`config.mk`:
```
export PLATFORM = sky130hd
export DESIGN_NAME = operand_skew_feeder
export DESIGN_NICKNAME = d
export VERILOG_FILES = /design/src/rtl/systolic_pkg.sv /design/src/rtl/skew_delay_line.sv /design/src/rtl/operand_skew_feeder.sv
export SDC_FILE = /design/constraint.sdc
export NUM_CORES = 1
export LEC_CHECK = 0
export BUFFER_PORTS_ARGS = -buffer_cell sky130_fd_sc_hd__buf_2
export CORE_ASPECT_RATIO = 0.75
export CORE_MARGIN = 5
export CORE_UTILIZATION = 35
export DETAILED_ROUTE_END_ITERATION = 7
export PLACE_DENSITY = 0.54
export REMOVE_ABC_BUFFERS = 1
export SYNTH_ARGS = -nofsm -noshare
export SYNTH_HDL_FRONTEND = slang
export SYNTH_SLANG_ARGS = --single-unit
```
`constraint.sdc`:
```
create_clock -name clk -period 2.9 [get_ports clk]
set_input_delay 0.145 -clock clk [delete_from_list [all_inputs] [get_ports clk]]
set_output_delay 0.145 -clock clk [all_outputs]
set_load 0.02 [all_outputs]
```
`src/rtl/systolic_pkg.sv`:
```
// rtl/systolic_pkg.sv - shared sizes, operand type and feeder FSM states for the systolic array
package systolic_pkg;

  localparam int systolic_size_c = 4;
  localparam int data_w_c        = 8;

  typedef logic [data_w_c-1:0] data_t;

  typedef enum logic [1:0] {
    IDLE,
    FEED,
    FLUSH,
    DONE
  } feed_state_e;

endpackage

```
`src/rtl/skew_delay_line.sv`:
```
// rtl/skew_delay_line.sv - DEPTH-stage {valid,data} shift register with sync active-low clear
module skew_delay_line #(
  parameter int DEPTH  = 1,
  parameter int DATA_W = 8
) (
  input  logic              clk,
  input  logic              clr_n,
  input  logic              in_valid,
  input  logic [DATA_W-1:0] in_data,
  output logic              out_valid,
  output logic [DATA_W-1:0] out_data
);

  logic [DEPTH-1:0]             valid_sr;
  logic [DEPTH-1:0][DATA_W-1:0] data_sr;

  always_ff @(posedge clk) begin
    if (!clr_n) begin
      valid_sr <= '0;
      data_sr  <= '0;
    end else begin
      valid_sr[0] <= in_valid;
      data_sr[0]  <= in_data;
      for (int s = 1; s < DEPTH; s++) begin
        valid_sr[s] <= valid_sr[s-1];
        data_sr[s]  <= data_sr[s-1];
      end
    end
  end

  assign out_valid = valid_sr[DEPTH-1];
  assign out_data  = data_sr[DEPTH-1];

endmodule

```
`src/rtl/operand_skew_feeder.sv`:
```
// rtl/operand_skew_feeder.sv - west-edge operand feeder applying triangular skew into the MAC array rows
module operand_skew_feeder
  import systolic_pkg::*;
#(
  parameter int SYSTOLIC_SIZE = systolic_size_c,
  parameter int DATA_W        = data_w_c,
  parameter int LEN_W         = 16
) (
  input  logic                            clk,
  input  logic                            rst_n,
  input  logic                            start,
  input  logic [LEN_W-1:0]                k_len,
  input  logic                            in_valid,
  output logic                            in_ready,
  input  logic [SYSTOLIC_SIZE*DATA_W-1:0] in_data,
  output logic [SYSTOLIC_SIZE*DATA_W-1:0] arr_data,
  output logic [SYSTOLIC_SIZE-1:0]        arr_valid,
  output logic                            busy,
  output logic                            done
);

  localparam int FLUSH_W = $clog2(SYSTOLIC_SIZE);
  localparam logic [FLUSH_W-1:0] FLUSH_LAST = FLUSH_W'(SYSTOLIC_SIZE - 1);

  feed_state_e        state;
  logic [LEN_W-1:0]   k_len_q;
  logic [LEN_W-1:0]   acc_cnt;
  logic [FLUSH_W-1:0] flush_cnt;
  logic               accept;

  assign in_ready = (state == FEED);
  assign accept   = in_valid && in_ready;

  // FLUSH lasts until the last vector has left lane N-1, so done follows the final lane output.
  always_ff @(posedge clk) begin
    if (!rst_n) begin
      state     <= IDLE;
      k_len_q   <= '0;
      acc_cnt   <= '0;
      flush_cnt <= '0;
      busy      <= 1'b0;
      done      <= 1'b0;
    end else begin
      done <= 1'b0;
      case (state)
        IDLE: begin
          if (start) begin
            k_len_q <= k_len;
            acc_cnt <= '0;
            if (k_len != '0) begin
              state <= FEED;
              busy  <= 1'b1;
            end else begin
              state <= DONE;
              done  <= 1'b1;
            end
          end
        end
        FEED: begin
          if (accept) begin
            acc_cnt <= acc_cnt + LEN_W'(1);
            if (acc_cnt == k_len_q - LEN_W'(1)) begin
              state     <= FLUSH;
              flush_cnt <= '0;
            end
          end
        end
        FLUSH: begin
          if (flush_cnt == FLUSH_LAST) begin
            state <= DONE;
            busy  <= 1'b0;
            done  <= 1'b1;
          end else begin
            flush_cnt <= flush_cnt + FLUSH_W'(1);
          end
        end
        DONE: begin
          state <= IDLE;
        end
        default: begin
          state <= IDLE;
          busy  <= 1'b0;
        end
      endcase
    end
  end

  // Non-handshake cycles inject zero bubbles so idle lanes always read as data 0.
  for (genvar i = 0; i < SYSTOLIC_SIZE; i++) begin : g_lane
    logic [DATA_W-1:0] lane_in;

    assign lane_in = accept ? in_data[i*DATA_W +: DATA_W] : '0;

    skew_delay_line #(
      .DEPTH  (i + 1),
      .DATA_W (DATA_W)
    ) u_delay (
      .clk       (clk),
      .clr_n     (rst_n),
      .in_valid  (accept),
      .in_data   (lane_in),
      .out_valid (arr_valid[i]),
      .out_data  (arr_data[i*DATA_W +: DATA_W])
    );
  end

endmodule
```
* Word-level counts from Yosys, hierarchy flattened
Cells that the tools add are included.
** Storage, ports and cells
- Bits in registers :: 128
- Input port bits :: 52
- Output and inout bits :: 39
** Operators by class
- Add/sub/neg operators :: 3
- Eq/ne operators :: 11
- Muxes and demuxes :: 21
- Reductions and logical operators :: 12
** Operators by type and width (count)
- two-way mux 16 bit :: 2
- one-hot mux 16 bit (2 select lines) :: 1
- adder 16 x 1 -> 16 bit (second input constant) :: 1
- == test 16 bit :: 1
- two-way mux 2 bit :: 8
- nonzero test 16 bit :: 1
- subtractor 16 x 1 -> 16 bit (second input constant) :: 1
- AND reduction 4 bit :: 3
- inequality test 2 bit (second input constant) :: 4
- one-hot mux 2 bit (4 select lines) :: 1
- == test 2 bit (second input constant) :: 3
- two-way mux 1 bit :: 6
- nonzero test 2 bit :: 3
- inequality test 2 x 1 -> 1 bit (second input constant) :: 2
- one-hot mux 1 bit (2 select lines) :: 2
- one-hot mux 2 bit (2 select lines) :: 1
- AND reduction 2 bit :: 2
- AND reduction 3 bit :: 1
- adder 2 x 1 -> 2 bit (second input constant) :: 1
- == test 2 x 1 -> 1 bit (second input constant) :: 1
- zero test 2 bit :: 1
- logical AND 1 bit :: 1

* Depth between registers and ports, before layout
- Word-level depth :: 5
- Gate-level depth with buffers :: 11

* Modules after synthesis
Synthesis repeated with hierarchy kept, for this count alone.
** Unflattened totals
- Cells, all modules :: 523
- Area total of the unflattened synthesis :: 5112.4 um^2
** By module, submodules not included
- operand_skew_feeder :: instances 1, cells each 313, area an instance 2429.8 um^2, sequential area each 760.7 um^2
- skew_delay_line at g_lane[3].u_delay :: instances 1, cells each 83, area an instance 1066.0 um^2, sequential area each 720.7 um^2
- skew_delay_line at g_lane[2].u_delay :: instances 1, cells each 64, area an instance 818.3 um^2, sequential area each 540.5 um^2
- skew_delay_line at g_lane[1].u_delay :: instances 1, cells each 45, area an instance 561.8 um^2, sequential area each 360.3 um^2
- skew_delay_line at g_lane[0].u_delay :: instances 1, cells each 18, area an instance 236.5 um^2, sequential area each 180.2 um^2

* Least setup slack after synthesis
OpenSTA, ideal clock, no wires.
- Kind :: register to register
- From :: register k_len_q[0]
- To :: register state[1]
- Arrival :: 2.500 ns
- Data required time :: 2.784 ns
- Setup slack :: 0.284 ns
- Stages on the path, launching flop included :: 11
- Clock period less this slack :: 2.616 ns
- Path through :: dfxtp_1 clkbuf_1 inv_1 ha_1 clkbuf_1 a21boi_0 a211o_1 a2111oi_2 nand4_1 or4_1 o211a_1
** On the way
- Word-level cells in the longest chain between the ends :: 4
** RTL lines
- start: declaration :: line operand_skew_feeder.sv:26 : logic [LEN_W-1:0] k_len_q;
- start signal: assignment :: line operand_skew_feeder.sv:48 : k_len_q <= k_len;
- subtractor 16 x 1 -> 16 bit :: line operand_skew_feeder.sv:62 : if (acc_cnt == k_len_q - LEN_W'(1)) begin
- == test 16 bit :: line operand_skew_feeder.sv:62
- inequality test 2 x 1 -> 1 bit (no source line)
- AND reduction 4 bit (no source line)
- end signal: assignment :: line operand_skew_feeder.sv:63 : state <= FLUSH;
- end signal: assignment :: line operand_skew_feeder.sv:70 : state <= DONE;
- end signal: assignment :: line operand_skew_feeder.sv:78 : state <= IDLE;
- end: declaration :: line operand_skew_feeder.sv:25 : feed_state_e state;
No other way between the ends.
A chain may end at the register's enable or synchronous reset.

* Final worst setup path
- From :: register k_len_q[3]
- To :: register state[1]
The elaborated chain is that of the path after synthesis.

==> flow_results.xml <==
<?xml version="1.0" encoding="UTF-8"?>
<metrics>
  <group name="power_and_ir_drop">
    <metric name="pwr_density_cell" unit="nW/um^2">805</metric>
    <metric name="power" unit="mW">4.95</metric>
    <metric name="power_leakage" unit="nW">2.63</metric>
    <metric name="peakVddDrop" unit="mV">0.445</metric>
  </group>
  <group name="placed_design">
    <metric name="placed_cells_incl_taps" unit="">710</metric>
    <metric name="pre_cts_slack" unit="ps">210</metric>
    <metric name="place.detailed.hpwl" unit="um">7600</metric>
    <metric name="port-buffer-count" unit="">90</metric>
    <metric name="globalplace.congestion" unit="">0.877</metric>
  </group>
  <group name="status">
    <metric name="run_status" unit="">finished clean</metric>
  </group>
  <group name="detailed_routing">
    <metric name="route.detailed.vias_per_inst" unit="">4.56</metric>
    <metric name="antenna_left" unit="">0</metric>
    <metric name="post-route-drc-count" unit="">0</metric>
    <metric name="avgRoutedWirePerCell" unit="um">13.8</metric>
    <metric name="postRouteWirelength" unit="um">10800</metric>
    <metric name="drt-pass1-iter-count" unit="">6</metric>
    <metric name="route.vias.total" unit="">3564</metric>
    <metric name="drt-initial-drc-count" unit="">238</metric>
  </group>
  <group name="synth">
    <metric name="seq_area_frac_synth" unit="%">51.3</metric>
    <metric name="post_synth_instance_area" unit="um^2">4760</metric>
    <metric name="dominantRegCellSynth" unit="">dfxtp_1</metric>
    <metric name="synth_area_per_inst" unit="um^2">9.60</metric>
    <metric name="synth.ff_latch_count" unit="">122</metric>
    <metric name="yosys.cell_types.count" unit="">46</metric>
    <metric name="synth_edf_count" unit="">0</metric>
    <metric name="yosys_warnings" unit="">0</metric>
    <metric name="async_reset_ff_share" unit="%">0</metric>
    <metric name="syn_inst" unit="">496</metric>
  </group>
  <group name="global_route">
    <metric name="antenna_violations_before_repair" unit="">0</metric>
    <metric name="number_of_global_route_vias_before_repair" unit="">3626</metric>
    <metric name="grt.overflow.total" unit="">0</metric>
    <metric name="grt_first_pass_wirelength" unit="um">18200</metric>
    <metric name="grt_start_max_net_pins" unit="">66</metric>
    <metric name="groute.usage.overall" unit="%">14.4</metric>
  </group>
  <group name="floorplan">
    <metric name="start_util" unit="%">36.2</metric>
    <metric name="die_height" unit="um">111</metric>
    <metric name="dieArea" unit="um^2">16100</metric>
    <metric name="chipWidth" unit="um">145</metric>
    <metric name="top_level_ports" unit="">91</metric>
    <metric name="core_area" unit="um^2">13200</metric>
    <metric name="row_cnt" unit="">36</metric>
  </group>
  <group name="cts">
    <metric name="postCtsSetupBuffers" unit="">0</metric>
    <metric name="clock_sinks" unit="">122</metric>
    <metric name="tritoncts" unit="">built</metric>
    <metric name="clock_tree.buffer_depth" unit="">2</metric>
    <metric name="insertion_delay" unit="ps">410</metric>
    <metric name="path_clk_slew" unit="ps">60</metric>
    <metric name="cts_h_tree_depth" unit="">4</metric>
    <metric name="cts_made_buffers" unit="">17</metric>
    <metric name="clockRootBuffer" unit="">clkbuf_16</metric>
  </group>
  <group name="critical_path">
    <metric name="crit_chain" unit="">or4_4, a2111oi_4, o21ai_2, a2111oi_2, nand4_1, or4_1, o211a_1</metric>
    <metric name="cp-end-kind" unit="">flip-flop</metric>
    <metric name="timing.setup.critical_path_class" unit="">reg -&gt; reg</metric>
    <metric name="required" unit="ps">3200</metric>
    <metric name="slowest_cell_on_the_critical_path" unit="">or4_4</metric>
    <metric name="data_arrival_time_at_the_worst_slack_endpoint" unit="ps">2980</metric>
    <metric name="rr_worst_depth" unit="">7</metric>
    <metric name="timing.critical_path.fanout_max" unit="">6</metric>
    <metric name="timing.critical_path.from_type" unit="">flip-flop</metric>
    <metric name="slowest_delay" unit="ps">590</metric>
    <metric name="rrSetupSlack" unit="ps">220</metric>
    <metric name="reg2reg_to" unit="">state[1]</metric>
    <metric name="startpoint_of_the_worst_slack_reg_to_reg_timing_path" unit="">k_len_q[3]</metric>
  </group>
  <group name="timing">
    <metric name="finalSetupTns" unit="ps">0</metric>
    <metric name="skew" unit="ps">7.78</metric>
    <metric name="finalWorstPathRequiredPeriod" unit="ps">2680</metric>
    <metric name="finalHoldViolCount" unit="">0</metric>
    <metric name="relative_slew_slack" unit="%">51.7</metric>
    <metric name="worst_pin_slew" unit="ps">724</metric>
    <metric name="final_critical_path_setup_slack" unit="ps">217</metric>
    <metric name="hold_slack" unit="ps">12.8</metric>
    <metric name="highest_clock_rate" unit="GHz">0.373</metric>
    <metric name="number_of_failing_setup_endpoints_in_the_final_timing_report" unit="">0</metric>
    <metric name="setup_repair_after_global_routing_missed_its_margin" unit="">false</metric>
    <metric name="post-route-period-util" unit="%">92.5</metric>
    <metric name="slew_viol_final" unit="">0</metric>
  </group>
  <group name="cells_and_area">
    <metric name="num-nets-final" unit="">656</metric>
    <metric name="num_antenna_cells" unit="">0</metric>
    <metric name="final_layout_size_suffix_gt1_share" unit="%">22.0</metric>
    <metric name="mostFrequentLayoutCell" unit="">dfxtp_1</metric>
    <metric name="mostFrequentLayoutCells" unit="">dfxtp_1, buf_2, and2_1</metric>
    <metric name="nFillCells" unit="">1227</metric>
    <metric name="areaGrowthSynthToFinish" unit="%">29.0</metric>
    <metric name="finish.cell_count_without_fillers" unit="">781</metric>
  </group>
  <group name="hold_path">
    <metric name="timing.hold.worst.start" unit="">k_len[7]</metric>
    <metric name="min_path_type" unit="">in -&gt; reg</metric>
    <metric name="hold_path_depth" unit="">3</metric>
    <metric name="min_to" unit="">k_len_q[7]</metric>
  </group>
  <group name="flow_run">
    <metric name="max_cap_viol_count" unit="">0</metric>
  </group>
</metrics>
[area by class of cell]
cell class / count / area [um^2] / share of cell area (%)
flip-flops and latches: 122 / 2440 / 39.8
multi-input cells: 313 / 1990 / 32.4
repair buffers: 136 / 896 / 14.6
clock buffers: 17 / 425 / 6.92
well taps: 171 / 214 / 3.48
clock inverters: 14 / 148 / 2.40
inverters: 8 / 30.0 / 0.489
[cell usage after synthesis (3+ instances only)]
master	n	area, um^2
o21ai_0	7	35.0
or4_1	3	22.5
a21oi_1	6	30.0
a21boi_0	20	150
nand4_1	10	62.6
and2_1	86	538
dfxtp_1	122	2440
clkbuf_1	25	93.8
nand3b_1	5	37.5
nor4_1	7	43.8
buf_4	28	210
inv_1	8	30.0
nor3_1	6	30.0
xor2_1	13	114
nand2_1	51	191
and3_1	3	18.8
xnor2_1	19	166
nor2_1	26	97.6
ha_1	6	75.1
mux2i_1	4	40.0
or3_1	4	25.0
nand3_1	13	65.1
[critical path: cells and delay by family (launching register included)]
kind | cells | cell delay [ps]
flops | 1 | 370
compound gates | 4 | 870
simple gates | 3 | 1340
[routing by layer]
metal / track usage [%] / share of wire, % / routed length [um]
met1: 19.5 / 48 / 5180
met2: 21.5 / 44 / 4790
met3: 3.97 / 6.4 / 696
met4: 6.22 / 1.3 / 142
met5: 0 / 0 / 0
[through the flow]
step / utilization (%) / instance area, um^2
3_5_place_dp: 39.3 / 5170
2_1_floorplan: - / 4460
4_1_cts: 46.7 / 6140
5_1_grt: 46.7 / 6140
3_3_place_gp: 39.3 / 5170
6_report: 46.7 / 6140
[state kept, by name, summed over array words and instances, names as in the netlist]
register                 cells
g_lane.u_delay.data_sr      48
g_lane.u_delay.valid_sr      4
state                        2
g_lane.u_delay.out_data     32
busy                         1
k_len_q                     16
acc_cnt                     16
flush_cnt                    2
done                         1
[worst max-delay path by stage]
| stage | from | end | slack [ps] | cells after the start |
|---|---|---|---|---|
| 2_1_floorplan | k_len_q[2] | state[1] | 360 | 7 |
| 3_3_place_gp | k_len_q[0] | state[1] | 240 | 8 |
| 3_5_place_dp | k_len_q[0] | state[1] | 210 | 8 |
| 4_1_cts | k_len_q[0] | state[1] | 210 | 8 |
| 5_1_grt | k_len_q[3] | flush_cnt[1] | 60 | 7 |
| 6_report | k_len_q[3] | state[1] | 220 | 7 |
[where the power goes]
| group | switching [mW] | internal, mW |
|---|---|---|
| Clock | 0.777 | 1.26 |
| Combinational | 0.611 | 0.431 |
| Sequential | 0.0848 | 1.78 |
| Total | 1.47 | 3.47 |
[timing repair]
action,CTS,global route
resized for setup,0,1
hold buffers,40,0
setup endpoints to repair,0,3
endpoints found under the hold margin,40,0
[cells by family after synthesis]
logic type                 Yosys count  synth area share (%)
adders and majority gates            6                  1.58
and+or+nand+nor                    223                  25.6
AOI/OAI and AO/OA                   48                  7.75
DFF                                122                  51.3
muxes                                4                 0.841
buffers and inverters               61                  7.02
xor gates and xnor gates            32                  5.89
No activity file was read; power rests on OpenSTA's default activity.
